$ cat src/rtl/word_serializer_pkg.sv
// Shared types and constants for the word serializer feeding the serial sequence detector.
// State encodings match the ones the detector bench uses (ST_IDLE=0, ST_SHIFT=1).
package word_serializer_pkg;

    typedef enum logic {
        ST_IDLE  = 1'b0,
        ST_SHIFT = 1'b1
    } ser_state_t;

    localparam int DEF_WIDTH     = 8;
    localparam bit DEF_MSB_FIRST = 1'b1;

endpackage

$ cat src/rtl/word_serializer.sv
// Parallel-to-serial feeder: valid/ready word input, one bit per clock on bit_out,
// with a one-deep holding register so consecutive words stream without an idle cycle.
//
// state    | meaning
// ---------+-------------------------------------------------------------
// ST_IDLE  | nothing shifting; bit_out forced to 0; hold always empty
// ST_SHIFT | shreg drives bit_out; cnt = bits remaining after this one
module word_serializer
    import word_serializer_pkg::*;
#(
    parameter int WIDTH     = DEF_WIDTH,
    parameter bit MSB_FIRST = DEF_MSB_FIRST
) (
    input  logic             clk,
    input  logic             rst,
    input  logic [WIDTH-1:0] word_in,
    input  logic             word_valid,
    output logic             word_ready,
    output logic             bit_out,
    output logic             bit_valid,
    output logic             last_bit,
    output logic             busy
);

    localparam int CW = $clog2(WIDTH);
    localparam logic [CW-1:0] CNT_LAST = CW'(WIDTH - 1);
    localparam logic [CW-1:0] CNT_ONE  = CW'(1);

    ser_state_t       state, state_nx;
    logic [WIDTH-1:0] shreg, shreg_nx, shreg_shifted;
    logic [WIDTH-1:0] hold, hold_nx;
    logic             hold_full, hold_full_nx;
    logic [CW-1:0]    cnt, cnt_nx;
    logic             accept;

    assign word_ready = !hold_full;
    assign accept     = word_valid && word_ready;

    // Shift toward whichever end drives bit_out; vacated bits fill with 0.
    generate
        if (MSB_FIRST) begin : g_msb
            assign shreg_shifted = {shreg[WIDTH-2:0], 1'b0};
        end else begin : g_lsb
            assign shreg_shifted = {1'b0, shreg[WIDTH-1:1]};
        end
    endgenerate

    always_comb begin
        state_nx     = state;
        shreg_nx     = shreg;
        cnt_nx       = cnt;
        hold_nx      = hold;
        hold_full_nx = hold_full;
        case (state)
            ST_IDLE: begin
                if (accept) begin
                    shreg_nx = word_in;
                    cnt_nx   = CNT_LAST;
                    state_nx = ST_SHIFT;
                end
            end
            ST_SHIFT: begin
                shreg_nx = shreg_shifted;
                if (cnt == '0) begin
                    // A full hold blocks accept, so the two branches never compete.
                    if (hold_full) begin
                        shreg_nx     = hold;
                        cnt_nx       = CNT_LAST;
                        hold_full_nx = 1'b0;
                    end else if (accept) begin
                        shreg_nx = word_in;
                        cnt_nx   = CNT_LAST;
                    end else begin
                        state_nx = ST_IDLE;
                    end
                end else begin
                    cnt_nx = cnt - CNT_ONE;
                    if (accept) begin
                        hold_nx      = word_in;
                        hold_full_nx = 1'b1;
                    end
                end
            end
            default: begin
                state_nx = ST_IDLE;
            end
        endcase
    end

    always_ff @(posedge clk or negedge rst) begin
        if (!rst) begin
            state     <= ST_IDLE;
            shreg     <= '0;
            cnt       <= '0;
            hold      <= '0;
            hold_full <= 1'b0;
        end else begin
            state     <= state_nx;
            shreg     <= shreg_nx;
            cnt       <= cnt_nx;
            hold      <= hold_nx;
            hold_full <= hold_full_nx;
        end
    end

    assign bit_valid = (state == ST_SHIFT);
    assign bit_out   = bit_valid & (MSB_FIRST ? shreg[WIDTH-1] : shreg[0]);
    assign last_bit  = bit_valid & (cnt == '0);
    assign busy      = bit_valid | hold_full;

endmodule
$ cat config.mk
export PLATFORM = sky130hd
export DESIGN_NAME = word_serializer
export DESIGN_NICKNAME = d
export VERILOG_FILES = /design/src/rtl/word_serializer_pkg.sv /design/src/rtl/word_serializer.sv
export SDC_FILE = /design/constraint.sdc
export NUM_CORES = 1
export LEC_CHECK = 0
export CELL_PAD_IN_SITES_DETAIL_PLACEMENT = 1
export CELL_PAD_IN_SITES_GLOBAL_PLACEMENT = 2
export CORE_MARGIN = 10
export CORE_UTILIZATION = 36
export DETAILED_ROUTE_END_ITERATION = 12
export GPL_ROUTABILITY_DRIVEN = 0
export PLACE_DENSITY_LB_ADDON = 0.1
export RECOVER_POWER = 25
export SKIP_LAST_GASP = 1
export SLEW_MARGIN = 20
export SYNTH_ARGS = -nofsm -noshare
export SYNTH_HDL_FRONTEND = slang
export SYNTH_SLANG_ARGS = --single-unit
export TNS_END_PERCENT = 20
$ cat constraint.sdc
create_clock -name clk -period 4.09 [get_ports clk]
set_clock_uncertainty 0.1 [all_clocks]
set_input_delay 0.818 -clock clk [delete_from_list [all_inputs] [get_ports clk]]
set_output_delay 0.818 -clock clk [all_outputs]
set_load 0.05 [all_outputs]
==> run metrics, run 1 <==
flops & latches, synth 21; number of rows in the core area 20; nets ~150; final global-route overflow total 0; number of cells traversed by the worst hold path 1; time the worst path needs with I/O delays and setup approximately 3.4 ns; number of input and output port buffers inserted 15; number of buffer and inverter instances along the worst setup path 3; leakage dissipation approximately 0.00060 µW; leading cell types in the layout, fill and taps excluded dfrtp_1, a21oi_1, nand2_1, clkdlybuf4s50_1, inv_1; via total after detailed routing 940; worst hold endpoint shreg[7]; setup repair after global routing missed its margin no; Hold Buf Count CTS 0; beginning of the worst register-to-register path cnt[0]; worst reg2reg endpoint hold[6]; WP data arrival 2.45 ns; total power consumption of the routed design roughly 830 µW; register-to-register setup slack 1.81 ns; Setup-failing EPs final 0; launch instance of the worst min-delay path shreg[7]; number of levels the H-tree was split into 1; cell with the biggest individual delay on the critical path clkdlybuf4s50_1; Netlist cell types 30; via count of the first global-routing pass a little over 1000; required time of the critical path 3.17 ns; pwr/cell area roughly 600 nW/µm²; CP Class reg -> out; Die Footprint 6009 µm²; number of sinks driven by the clock tree 21; x dimension of the die 77.52 µm; Seq/Total Area, Yosys 0.4412; Inserted Clock Buffers 3; clock latency on the worst-skew pair 0.31 ns; status completed; most common cell after layout, fill and taps aside dfrtp_1; Layout area overhead 16.81%; crit share post-route 0.8243; clk root buf clkbuf_4; number of search-and-repair iterations in the first detailed-routing pass 4; total core area roughly 3100 µm²; worst path cell trace inv_1 -> ha_1 -> nand3b_1 -> inv_1 -> clkdlybuf4s50_1; diodes inserted 0; initial antenna violation count 0; number of nets with antenna violations after routing 0; Detail Placement HPWL roughly 2.1 mm; total of cells resized after clock tree synthesis 0; max-slew violation count 0; Initial Util 0.3839; Post-Syn Nets ~140; post-CTS setup buffer count 0; first-pass GRT wire length approximately 5.1 mm; peak clock frequency supported by timing between 200 and 300 MHz; DR vias/cell ~5.3; starting DRC count in detailed routing 59; GRT Util Overall 0.1031; average cell area after synthesis just under 10 µm²; most used cell along the critical path inv_1; highest net fanout along the worst path 9; maximum capacitance violations 0; final WL a little under 3 mm; synthesized instance count approximately 120; type of destination of the critical path primary output; worst slew pin tran between 0.9 and 1 ns; clock input transition at the sequential cells of the worst setup and hold paths approximately 0.13 ns; clock buffer depth 2; maximum single-stage delay on the critical path between 0.8 and 0.9 ns; Synth Cell Area roughly 1200 µm²; Yosys warnings 0; number of remaining DRC errors 0; vertical die dimension between 70 and 80 µm; worst r2r path cells 5; Post-Route Setup TNS 0 ns; Slew HR 0.3346; startpoint types flop; IO Count 16; pin count of the biggest net entering global routing 22; CTS tree done; ratio of cells with drive above 1 in the final layout 0.1259; final hold violation count 0; type of the most critical hold path reg -> reg; cell type group with the largest total delay on the critical path buffers and inverters; Worst IR Drop VDD between 300 and 400 µV; average routed wire per standard cell 16.56 µm
worst max path at each step:
stage	slack, ns	from	cells past startpoint	end
floorplan	1.74	bit_valid	2	bit_out
finish	0.72	cnt[0]	5	last_bit
global route	0.53	cnt[0]	5	last_bit
global placement	1.05	cnt[0]	5	last_bit
detailed placement	1.05	cnt[0]	5	last_bit
CTS	0.67	cnt[0]	5	last_bit
metal layers:
| layer | vias up | GRT usage | wire length (µm) |
|---|---|---|---|
| met5 | - | 0 | 0 |
| li1 | 458 | - | - |
| met4 | 0 | 0.03650 | 21 |
| met3 | 4 | 0.02535 | 109 |
| met1 | 461 | 0.1377 | 1441 |
| met2 | 17 | 0.1572 | 1392 |
metrics by stage:
stage | area (µm²) | instances | setup WS [ns] | hold WS (ns) | utilization
6_report | 1391 | 179 | 0.7186 | 0.4163 | 0.4484
5_1_grt | 1391 | 179 | 0.5260 | 0.4506 | 0.4484
4_1_cts | 1391 | 179 | 0.6683 | 0.4222 | 0.4484
3_5_place_dp | 1361 | 175 | 1.049 | 0.3907 | 0.4387
3_3_place_gp | 1361 | 175 | 1.053 | 0.3786 | 0.4387
2_1_floorplan | 1191 | 123 | 1.742 | 0.3624 | -
registers in the layout, summed over array words and instances, names as in the netlist:
signal / count
cnt: 3
hold: 8
hold_full: 1
shreg: 8
bit_valid: 1
synthesized netlist by cell type (all sizes together):
| cell | number | share of area |
|---|---|---|
| o32a | 7 | 0.059 |
| nor2b | 2 | 0.011 |
| dfrtp | 21 | 0.44 |
| nand4bb | 1 | 0.0095 |
| o22a | 1 | 0.0074 |
| buf | 6 | 0.029 |
| ha | 2 | 0.021 |
| and2 | 1 | 0.0053 |
| nor3 | 1 | 0.0042 |
| nand3b | 7 | 0.055 |
| or2 | 2 | 0.011 |
| mux2 | 9 | 0.085 |
| clkbuf | 3 | 0.013 |
| a2bb2oi | 2 | 0.015 |
| a21oi | 18 | 0.076 |
| o21ai | 1 | 0.0042 |
| mux2i | 1 | 0.0084 |
| a32oi | 1 | 0.0074 |
| or3b | 2 | 0.015 |
| and3 | 1 | 0.0053 |
| nand2 | 16 | 0.050 |
| a21boi | 2 | 0.013 |
| o22ai | 3 | 0.016 |
| inv | 11 | 0.035 |
| nor2 | 2 | 0.0063 |
power by group:
part | internal (µW) | switching, µW | leakage (µW)
Clock | 37.3 | 68.4 | 0.0000139
Sequential | 290 | 66.7 | 0.000256
Combinational | 184 | 186 | 0.000331
cells by family (layout without fill, tap and decap cells):
group	count (synthesis)	after routing	share of synthesized area
buffers and inverters	20	32	0.07668
adders and majority gates	2	2	0.02101
AOI/OAI and AO/OA	35	35	0.1964
and+or+nand+nor	35	35	0.1712
DFF	21	21	0.4412
muxes	10	10	0.09349
worst register-to-register path, delay by kind of cell, from the launching register on:
family	cells	cell delay, ns
simple gates	2	0.99
flops	1	0.38
mux	1	0.36
fa+ha+maj	1	0.25
buf+inv	1	0.11
area by class of cell:
class,instances,area (µm²)
Clock buffer,3,22.52
Clock inverter,1,7.507
Fill cell,376,1712
Inverter,11,41.29
Multi-Input combinational cell,82,574.3
Sequential cell,21,525.5
Tap cell,44,55.05
Timing Repair Buffer,17,165.2
(Power assumes the default switching activity.)
==> run 2: changes to the inputs <==
CORE_UTILIZATION = 30   (was 36)
clock period = 2.75 ns   (was 4.09 ns; I/O delays follow)
==> run metrics, run 2 (synthesized netlist as in run 1, its figures left out) <==
status completed; ratio of cells with drive above 1 in the final layout 0.1773; time the worst path needs with I/O delays and setup between 2 and 2.5 ns; Die Footprint roughly 6900 µm²; CP Class reg -> out; Layout area overhead 22.48%; required time of the critical path 2.10 ns; relative contribution of the clock network to total power 0.158; worst r2r path cells 5; type of the most critical hold path reg -> reg; total core area between 3000 and 4000 µm²; number of search-and-repair iterations in the first detailed-routing pass 4; post-CTS setup buffer count 0; final hold violation count 0; setup repair after global routing missed its margin no; share of power burned in combinational logic 0.467; type of destination of the critical path primary output; finished layout cell area 1459 µm²; DR vias/cell about 5.0; setup slack after placement approximately 0.6 ns; starting DRC count in detailed routing 56; total of cells resized after clock tree synthesis 0; Hold Buf Count CTS 0; Placed Instance Area around 1400 µm²; GRT Util Overall 0.09381; leading cell types in the layout, fill and taps excluded dfrtp_1, a21oi_1, nand2_1, inv_1, clkdlybuf4s50_1; peak clock frequency supported by timing between 400 and 500 MHz; final global-route overflow total 0; sw power ~500 µW; number of cells traversed by the worst hold path 1; nets between 150 and 200; Worst IR Drop VDD 506.3 µV; Initial Util 0.3182; worst slew pin tran ~1.2 ns; Slew HR 0.2167; biggest regs hold x8, shreg x8, cnt x3; Inserted Clock Buffers 3; Worst Slack Setup Final about 0.57 ns; average routed wire per standard cell roughly 17 µm; number of levels the H-tree was split into 1; number of nets with antenna violations after routing 0; clock input transition at the sequential cells of the worst setup and hold paths roughly 0.080 ns; max-slew violation count 0; crit share post-route 0.7932; number of rows in the core area 22; clock buffer depth 2; pwr/cell area approximately 910 nW/µm²; switching share of total power 0.3711; Hold Slack between 0.4 and 0.5 ns; number of remaining DRC errors 0; diodes inserted 0; fraction of power consumed by sequential logic 0.374; startpoint types flop; vertical die dimension slightly above 80 µm; first-pass GRT wire length 5.457 mm; x dimension of the die ~83 µm; Detail Placement HPWL between 2 and 2.5 mm; Post-Route Setup TNS 0 ns; number of input and output port buffers inserted 15; WP data arrival 1.53 ns; fill count between 400 and 500; clk root buf clkbuf_8; IO Count 16; Setup-failing EPs final 0; initial antenna violation count 0; pin count of the biggest net entering global routing 24; utilization after layout 0.3897; most common cell after layout, fill and taps aside dfrtp_1; maximum capacitance violations 0; number of sinks driven by the clock tree 21; clock latency on the worst-skew pair between 0.2 and 0.3 ns; via total after detailed routing about 940; highest net fanout along the worst path 2; CTS tree done; via count of the first global-routing pass ~1100; internal cell power around 840 µW; final WL 3.137 mm; leakage dissipation about 0.00064 µW
run 2: cell count changes in the layout (fill, tap and decap cells not counted), sizes merged:
cell / delta
buf: +8
clkbuf: +1
clkdlybuf4s50: -3
clkinv: +1
clkinvlp: -1
run 2: worst max-delay path: stages, from the launching register on:
cell and delay, ns:
dfrtp_1 0.39, inv_1 0.08, clkdlybuf4s50_1 0.81
run 2: per-layer routing:
metal  vias up  GRT usage  routed length (µm)
met1       458     0.1234                1565
met2        12     0.1480                1471
met4         0    0.02308                  19
li1        470          -                   -
met5         -          0                   0
met3         2    0.02344                  81
run 2: final timing paths:
check / start / end / slack (ns)
setup / recovery: hold_full / word_ready / 0.57
hold reg to reg: shreg[7] / shreg[7] / 0.41
max in group asynchronous: rst / shreg[6] / 0.92
hold / removal: shreg[7] / shreg[7] / 0.41
min in group asynchronous: rst / hold_full / 0.94
setup reg to reg: cnt[0] / hold[2] / 0.67
run 2: metrics by stage:
stage / std cells / power (µW)
floorplan: 123 / 951.9
global placement: 185 / 1115
detailed placement: 185 / 1135
CTS: 189 / 1346
global route: 189 / 1441
finish: 189 / 1331
run 2: power groups by stage:
| stage | clock network (µW) | logic [µW] | registers [µW] |
|---|---|---|---|
| after CTS | 214 | 635 | 498 |
| final | 210 | 622 | 498 |
| after floorplan | 0 | 465 | 487 |
| after global placement | 0 | 615 | 500 |
| after detailed placement | 0 | 632 | 504 |
| after global routing | 232 | 693 | 516 |
run 2: cell type report:
class / count / area [µm²] / area share
multi-input combinational: 82 / 574.3 / 0.3937
sequential: 21 / 525.5 / 0.3602
timing repair buffer: 23 / 211.5 / 0.1449
tap: 48 / 60.06 / 0.04117
clock buffer: 3 / 41.29 / 0.02830
inverter: 11 / 41.29 / 0.02830
clock inverter: 1 / 5.005 / 0.003431
